<file path="config.mk">
export PLATFORM = sky130hd
export DESIGN_NAME = channel_accumulator
export DESIGN_NICKNAME = d
export VERILOG_FILES = /design/src/rtl/channel_accumulator.sv
export SDC_FILE = /design/constraint.sdc
export NUM_CORES = 1
export LEC_CHECK = 0
export BUFFER_PORTS_ARGS = -buffer_cell sky130_fd_sc_hd__buf_2
export CORE_UTILIZATION = 45
export CTS_BUF_LIST = sky130_fd_sc_hd__clkbuf_16
export DETAILED_ROUTE_END_ITERATION = 8
export PLACE_DENSITY_LB_ADDON = 0.1
export SLEW_MARGIN = 25
export SYNTH_ARGS = -nofsm -noshare
export SYNTH_HDL_FRONTEND = slang
export SYNTH_SLANG_ARGS = --single-unit
export TNS_END_PERCENT = 50
</file>
<file path="constraint.sdc">
create_clock -name clk -period 3.5 [get_ports clk]
set_input_delay 0.175 -clock clk [delete_from_list [all_inputs] [get_ports clk]]
set_output_delay 0.175 -clock clk [all_outputs]
set_load 0.01 [all_outputs]
</file>
<file path="src/rtl/channel_accumulator.sv">
// Sums `channel` PE partials plus per-kernel bias, requantizes (>>> shift, clamp) into a valid/ready output register.
// Build option: define CHANACC_RELU_EN for ReLU + unsigned clamp; otherwise a signed two's-complement clamp.
module channel_accumulator #(
    parameter int conv_result_bits = 16,
    parameter int channel          = 3,
    parameter int kernel_number    = 1,
    parameter int bias_bits        = 16,
    parameter int out_bits         = 8,
    parameter int shift            = 4,
    localparam int KW              = (kernel_number > 1) ? $clog2(kernel_number) : 1
) (
    input  logic                               clk,
    input  logic                               rst,
    input  logic                               clear,
    input  logic                               in_valid,
    input  logic [conv_result_bits-1:0]        in_data,
    input  logic signed [bias_bits-1:0]        bias [kernel_number-1:0],
    output logic                               out_valid,
    input  logic                               out_ready,
    output logic [out_bits-1:0]                out_data,
    output logic [KW-1:0]                      out_kernel_idx,
    output logic                               out_sat,
    output logic                               overflow
);

    localparam int SUM_W = conv_result_bits + $clog2(channel) + 1;
    localparam int ACC_W = ((SUM_W > bias_bits) ? SUM_W : bias_bits) + 1;
    localparam int CW    = (channel > 1) ? $clog2(channel) : 1;

    typedef logic signed [ACC_W-1:0] acc_t;

    localparam logic [CW-1:0] CH_LAST = CW'(channel - 1);
    localparam logic [KW-1:0] K_LAST  = KW'(kernel_number - 1);

`ifdef CHANACC_RELU_EN
    localparam acc_t Q_MAX = acc_t'((longint'(1) << out_bits) - 1);
    localparam acc_t Q_MIN = '0;
`else
    localparam acc_t Q_MAX = acc_t'((longint'(1) << (out_bits - 1)) - 1);
    localparam acc_t Q_MIN = acc_t'(-(longint'(1) << (out_bits - 1)));
`endif

    logic [CW-1:0]       chan_cnt_q, chan_cnt_d;
    logic [KW-1:0]       kern_cnt_q, kern_cnt_d;
    acc_t                acc_q, acc_d;
    logic                out_valid_q, out_valid_d;
    logic [out_bits-1:0] out_data_q, out_data_d;
    logic [KW-1:0]       out_idx_q, out_idx_d;
    logic                out_sat_q, out_sat_d;
    logic                overflow_q, overflow_d;

    acc_t                acc_base, acc_next, q;
    logic [out_bits-1:0] q_val;
    logic                q_sat;
    logic                last;

    always_comb begin
        acc_base = (chan_cnt_q == '0) ? acc_t'(bias[kern_cnt_q]) : acc_q;
        acc_next = acc_base + acc_t'({1'b0, in_data});
        q        = acc_next >>> shift;
        q_val    = q[out_bits-1:0];
        q_sat    = 1'b0;
        if (q > Q_MAX) begin
            q_val = Q_MAX[out_bits-1:0];
            q_sat = 1'b1;
        end else if (q < Q_MIN) begin
            q_val = Q_MIN[out_bits-1:0];
`ifndef CHANACC_RELU_EN
            q_sat = 1'b1;
`endif
        end
    end

    always_comb begin
        chan_cnt_d  = chan_cnt_q;
        kern_cnt_d  = kern_cnt_q;
        acc_d       = acc_q;
        out_valid_d = out_valid_q;
        out_data_d  = out_data_q;
        out_idx_d   = out_idx_q;
        out_sat_d   = out_sat_q;
        overflow_d  = overflow_q;
        last        = in_valid && !clear && (chan_cnt_q == CH_LAST);

        if (clear) begin
            chan_cnt_d = '0;
            kern_cnt_d = '0;
        end else if (in_valid) begin
            acc_d      = acc_next;
            chan_cnt_d = last ? '0 : chan_cnt_q + 1'b1;
            if (last)
                kern_cnt_d = (kern_cnt_q == K_LAST) ? '0 : kern_cnt_q + 1'b1;
        end

        if (out_valid_q && out_ready)
            out_valid_d = 1'b0;
        // A completion lands in the register only if it is empty or draining this cycle.
        if (last) begin
            if (!out_valid_q || out_ready) begin
                out_valid_d = 1'b1;
                out_data_d  = q_val;
                out_idx_d   = kern_cnt_q;
                out_sat_d   = q_sat;
            end else begin
                overflow_d  = 1'b1;
            end
        end
    end

    always_ff @(posedge clk or posedge rst) begin
        if (rst) begin
            chan_cnt_q  <= '0;
            kern_cnt_q  <= '0;
            acc_q       <= '0;
            out_valid_q <= 1'b0;
            out_data_q  <= '0;
            out_idx_q   <= '0;
            out_sat_q   <= 1'b0;
            overflow_q  <= 1'b0;
        end else begin
            chan_cnt_q  <= chan_cnt_d;
            kern_cnt_q  <= kern_cnt_d;
            acc_q       <= acc_d;
            out_valid_q <= out_valid_d;
            out_data_q  <= out_data_d;
            out_idx_q   <= out_idx_d;
            out_sat_q   <= out_sat_d;
            overflow_q  <= overflow_d;
        end
    end

    assign out_valid      = out_valid_q;
    assign out_data       = out_data_q;
    assign out_kernel_idx = out_idx_q;
    assign out_sat        = out_sat_q;
    assign overflow       = overflow_q;

endmodule
</file>
==> results_dict.tcl, run 1 <==
set metrics [dict create \
    status "complete, but fails checks" \
    violations "setup timing" \
    wl_um 7119 \
    wl_per_cell_um 15.75 \
    start_util 0.4786 \
    vias 2516 \
    final_max_slew_viol_count 0 \
    cts_buffers 5 \
    crit_chain "or2_4 -> buf_12 -> nand2_4 -> nand2_4 -> ha_4 -> buf_6 -> nand4_1 -> buf_4 -> a2111oi_4 -> o31a_2 -> o21ba_4 -> nand4_1 -> o41a_1 -> a221o_1" \
    clock-sinks 33 \
    critPathMaxFanout 8 \
    syn-num-nets 362 \
    synth-main-ff-cell "dfrtp_1" \
    fin_ws_ns -0.03423 \
    cp_data_arrival_time_ns 3.69 \
    required_ns 3.66 \
    num-fill-cells 442 \
    async_flop_share 1.000 \
    clk_latency_ns 0.28 \
    path_delay_family "compound AO/OA/AOI/OAI gates" \
    cts.path.max_buffers 2 \
    avgSynthCellArea_sq_um 8.088 \
    grt_max_degree 34 \
    antenna_found_initial 0 \
    yosys-top-cells-count "nand2_1 (101), dfrtp_1 (33), a21oi_1 (19)" \
    p_int_w 0.001209 \
    pre_cts_ws_ns -0.01310 \
    synth_seq_area_share 0.3315 \
    htreeDepth 2 \
    cts_tree "built" \
    rsz0062_at_grt "yes" \
    port-buffer-count 47 \
    power_density_nw_per_um2 571.4 \
    gr-total-overflow 0 \
    core_area_sq_um 5205 \
    p_sw_frac 0.3776 \
    slew_headroom 0.6141 \
    crit_type "reg -> reg" \
    skew_ns 0.005627 \
    finalHoldViolCount 0 \
    hpwl_um 4721 \
    ys_ff_latch 33 \
    synth_top_area_frac 0.3315 \
    drtIter0Drc 156 \
    dieArea_sq_um 5838 \
    leakagePower_nw 1.695 \
    yosys.area.top_type "dfrtp_1" \
    irDropWorstVdd_v 0.0003428 \
    setup.worst_path.end_class "flop" \
    synth_area_leaders "dfrtp_1 (33%), nand2_1 (15%), ha_1 (8.0%)" \
    drive_gt1_frac 0.3089 \
    synth_cell_types 52 \
    p_sw_w 0.0007333 \
    drc 0 \
    r2r_cells 14 \
    max_cap_violations 0 \
    synthCells 308 \
    layout.nets 437 \
    design_area_sq_um 3398 \
    pwr-share-seq 0.300 \
    clk_pin_slew_worst_paths_ns 0.05 \
    die_x_um 76.41 \
    synth-edff-count 0 \
    cp_num_cells 14 \
    placementRows 26 \
    n_antenna_cell 0 \
    maxClockFrequency_mhz 282.9 \
    setup_viol 7 \
    synth-warning-count 0 \
    yosysMostFrequentCell "nand2_1" \
    comb_power_share 0.486 \
    post-route-min-period_ns 3.534 \
    worstHoldPathType "in -> reg" \
    gp_congestion 0.9205 \
    critPathSlowestCell "o41a_1" \
    syn-cell-area_sq_um 2491 \
    place_area_sq_um 2943 \
    period_share 1.010 \
    grt_pass1_vias 2364 \
    worstMarginPinSlew_ns 0.5754 \
    firstDrtPassIters 4 \
    p_clk_frac 0.214 \
    whs_ns 0.08724 \
    drtAntennaViolNets 0 \
    fp.dieH_um 76.41 \
    worst-path-buf-inv 3 \
    viasPerCell 5.566 \
    startpoint_type "flop" \
    slowest_delay_ns 0.56 \
    io_pins 49 \
    whs_path_depth 2 \
    syn2layout_area_growth_pct 36.41 \
    grt.total_usage 0.2456 \
    grt_pass1_wl_um 11360 \
    root_buffer "clkbuf_16" \
]
==> power by group through the flow <==
stage	clock network, W	logic [W]	registers [W]
6_report	0.000416	0.000943	0.000583
5_1_grt	0.000436	0.00104	0.000598
4_1_cts	0.000424	0.000833	0.000580
3_5_place_dp	0	0.000797	0.000582
3_3_place_gp	0	0.000794	0.000585
2_1_floorplan	0	0.000518	0.000588
==> sequential cells by signal, summed over array words and instances (netlist names) <==
register / count
out_valid: 1
overflow: 1
chan_cnt_q: 2
acc_q: 20
out_sat: 1
out_data: 8
==> cells in the final DEF (no fill, tap or decap), drive strengths merged, types with 5 or more instances in the layout <==
cell type,n
a21o,11
a21oi,21
nor2,9
nand2,102
o21ai,14
ha,16
xor2,7
a221o,8
inv,8
xnor2,5
nand3,5
buf,76
a211oi,5
dfrtp,33
clkbuf,6
==> routing by layer <==
metal  GRT usage  wire length [um]  vias up
met5           0                 0        -
met4     0.07500               110        0
met3     0.04311               370        9
met2      0.3928              3464       80
met1      0.3371              3175     1190
li1            -                 -     1237
==> logic make-up (layout without fill, tap and decap cells) <==
group,Yosys count,count (layout),synth area share
AOI/OAI and AO/OA,79,79,0.2336
buffers and inverters,19,93,0.03164
muxes,4,4,0.01708
adders and majority gates,17,17,0.08840
and+or+nand+nor,143,143,0.2541
DFF,33,33,0.3315
xor gates and xnor gates,12,12,0.04219
other,1,1,0.001505
==> through the flow <==
stage | cells | total power [W] | setup TNS [ns] | utilization
2_1_floorplan | 308 | 0.001106 | 0 | -
3_3_place_gp | 436 | 0.001378 | 0 | 0.5654
3_5_place_dp | 436 | 0.001380 | -0.06273 | 0.5654
4_1_cts | 446 | 0.001836 | 0 | 0.6067
5_1_grt | 452 | 0.002075 | -1.323 | 0.6529
6_report | 452 | 0.001942 | -0.1536 | 0.6529
==> what timing repair did <==
item | in CTS | in global routing
pin swaps | 1 | 13
resized for setup | 4 | 30
setup endpoints to repair | 7 | 8
buffers inserted | 2 | 5
hold buffers | 1 | 0
hold endpoints to repair | 1 | 0
cloned | 1 | 1
==> cell type report <==
cell class                 count  area (sq um)  share of cell area
multi-input combinational    256          1772              0.5214
sequential                    33         825.8              0.2430
timing repair buffer          79         553.0              0.1627
clock buffer                   5         125.1             0.03682
tap                           70         87.58             0.02577
inverter                       8         30.03            0.008837
clock inverter                 1         5.005            0.001473
==> path summary, 6_finish.rpt <==
check,start,to,slack (ns)
worst max-delay path,chan_cnt_q[0],out_data[1],-0.03
worst min-delay path,clear,chan_cnt_q[1],0.09
worst max register to register,chan_cnt_q[0],out_data[1],-0.03
worst min register to register,acc_q[5],acc_q[5],0.48
max in group asynchronous,rst,acc_q[14],2.63
min in group asynchronous,rst,overflow,0.54
(Power assumes the default switching activity.)
==> run 2, diff against run 1 <==
--- a/config.mk
+++ b/config.mk
@@ -6,6 +6,8 @@
 export NUM_CORES = 1
 export LEC_CHECK = 0
 export BUFFER_PORTS_ARGS = -buffer_cell sky130_fd_sc_hd__buf_2
+export CORE_ASPECT_RATIO = 1.2
+export CORE_MARGIN = 2
 export CORE_UTILIZATION = 45
 export CTS_BUF_LIST = sky130_fd_sc_hd__clkbuf_16
 export DETAILED_ROUTE_END_ITERATION = 8
==> run 2 against run 1 <==
The run still ends with setup timing left. Flip-flop and latch count unchanged. Global-route usage shrank 2.6 points. Cell count rose by 0.44%. Final area increased by 0.52%. Clock skew is essentially flat. Critical path depth stayed put. Worst hold slack gained 0.0081 ns. Routed wire length decreased by 4.2%. Register-to-register slack hardly changed.
==> results_dict.tcl, run 2 (synthesis results as in run 1) <==
set metrics [dict create \
    fin_ws_ns -0.02063 \
    gp_congestion 0.8968 \
    core_area_sq_um 5334 \
    viasPerCell 5.381 \
    leakagePower_nw 1.734 \
    start_util 0.4670 \
    place_area_sq_um 2965 \
    design_area_sq_um 3416 \
    root_buffer "clkbuf_16" \
    path_delay_family "compound AO/OA/AOI/OAI gates" \
    port-buffer-count 47 \
    setup.worst_path.end_class "flop" \
    critPathMaxFanout 8 \
    p_sw_frac 0.3787 \
    grt_pass1_vias 2262 \
    reg2reg_slack_ns -0.02 \
    drive_gt1_frac 0.3367 \
    power_density_nw_per_um2 573.2 \
    p_sw_w 0.0007414 \
    grt_pass1_wl_um 10520 \
    drtAntennaViolNets 0 \
    clk_pin_slew_worst_paths_ns 0.06 \
    slew_headroom 0.6626 \
    startpoint_type "flop" \
    cts_buffers 5 \
    final_cell_mix "nand2_1 (90), buf_2 (47), buf_4 (34), dfrtp_1 (33), a21oi_1 (16)" \
    skew_ns 0.006085 \
    cts_tree "built" \
    hpwl_um 5008 \
    num-fill-cells 483 \
    firstDrtPassIters 4 \
    whs_path_depth 2 \
    p_int_w 0.001217 \
    placementRows 29 \
    reg2reg_from "chan_cnt_q[0]" \
    cp_data_arrival_time_ns 3.68 \
    grt_max_degree 34 \
    htreeDepth 2 \
    worstMarginPinSlew_ns 0.5031 \
    post-route-util 0.6404 \
    top_layer_used "met4" \
    wl_um 6823 \
    clock-sinks 33 \
    final_common_cell "nand2_1" \
    comb_power_share 0.487 \
    violations "setup timing" \
    irDropWorstVdd_v 0.0004779 \
    slowest_delay_ns 0.57 \
    hold_start "clear" \
    wl_met2_um 3215 \
    gr-total-overflow 0 \
    setup_viol 5 \
    post-route-min-period_ns 3.521 \
    p_total_w 0.001958 \
    crit_chain "or2_4 -> buf_6 -> nand2_4 -> nand2_4 -> ha_4 -> nand4_1 -> buf_4 -> a2111oi_4 -> o31a_2 -> buf_6 -> o21ba_4 -> nand4_1 -> o41a_1 -> a221o_1" \
    drc 0 \
    max_cap_violations 0 \
    worst-path-buf-inv 3 \
    clk_latency_ns 0.28 \
    final_max_slew_viol_count 0 \
    n_antenna_cell 0 \
    r2r_cells 14 \
    layout.nets 445 \
    antenna_found_initial 0 \
    drtIter0Drc 92 \
    setup.worst_path.start "chan_cnt_q[0]" \
    wl_per_cell_um 15.03 \
    dieArea_sq_um 6150 \
    met3_length_um 223 \
    cts.path.max_buffers 2 \
    met1_length_um 3262 \
    period_share 1.006 \
    rr_endpoint "out_data[1]" \
    crit_type "reg -> reg" \
    largest_reg_flops 20 \
    fp.dieH_um 85.51 \
    grt.total_usage 0.2192 \
    pwr-share-seq 0.298 \
    p_clk_frac 0.215 \
    status "complete, but fails checks" \
    hold_end "chan_cnt_q[1]" \
    largest-register "acc_q" \
    rsz0062_at_grt "yes" \
    required_ns 3.66 \
    worstHoldPathType "in -> reg" \
    vias 2443 \
    io_pins 49 \
    critPathSlowestCell "o41a_1" \
    finalHoldViolCount 0 \
    syn2layout_area_growth_pct 37.12 \
    maxClockFrequency_mhz 284.0 \
    die_x_um 71.92 \
]
run 2: timing repair:
| item | 4_1_cts | 5_1_grt |
|---|---|---|
| pin swaps | 1 | 14 |
| gates resized for setup | 3 | 41 |
| hold buffers | 1 | 0 |
| endpoints found under the setup margin | 5 | 8 |
| hold endpoints to repair | 33 | 0 |
| setup buffers | 1 | 8 |
| gates cloned | 0 | 2 |
run 2: metal layers:
| metal | vias to the layer above | track usage |
|---|---|---|
| met4 | 0 | 0.08576 |
| met5 | - | 0 |
| li1 | 1247 | - |
| met2 | 48 | 0.3460 |
| met3 | 9 | 0.03760 |
| met1 | 1139 | 0.2996 |
run 2: cell type report:
cell class                 count  area, sq um  area share
multi-input combinational    256         1765      0.5168
clock inverter                 3        17.52    0.005128
sequential                    33        825.8      0.2418
clock buffer                   5        125.1     0.03663
inverter                       8        30.03    0.008791
timing repair buffer          87        574.3      0.1681
tap                           62        77.57     0.02271
run 2: stage by stage:
step	setup slack, ns	setup TNS (ns)	std cells	hold slack (ns)
floorplan	0.003400	0	308	0.2405
global placement	0.05216	0	434	0.2838
detailed placement	-0.001765	-0.001765	434	0.2823
CTS	0.01236	0	444	0.09418
global route	-0.1374	-0.9709	454	0.09271
finish	-0.02063	-0.05526	454	0.09530
run 2: power groups by stage:
stage	clock [W]	combinational (W)	sequential (W)
after CTS	0.000430	0.000839	0.000575
after floorplan	0	0.000518	0.000588
after global placement	0	0.000822	0.000580
after detailed placement	0	0.000828	0.000578
after global routing	0.000450	0.00105	0.000599
final	0.000420	0.000954	0.000584
run 2: worst reg2reg max path: cells and delay by family (launching register included):
family	cells	cell delay (ns)
buffers and inverters	3	0.43
flip-flops	1	0.40
AND/OR/NAND/NOR	5	0.66
adder cells (fa/ha/maj)	1	0.29
AO/OA/AOI/OAI	5	1.62
run 2: how the worst max path moves through the flow:
| stage | end | depth (start not counted) | slack, ns |
|---|---|---|---|
| 2_1_floorplan | out_data[0] | 15 | 0.003 |
| 3_3_place_gp | out_data[1] | 13 | 0.05 |
| 3_5_place_dp | out_data[4] | 14 | -0.002 |
| 4_1_cts | out_data[6] | 13 | 0.01 |
| 5_1_grt | out_data[1] | 14 | -0.14 |
| 6_report | out_data[1] | 14 | -0.02 |
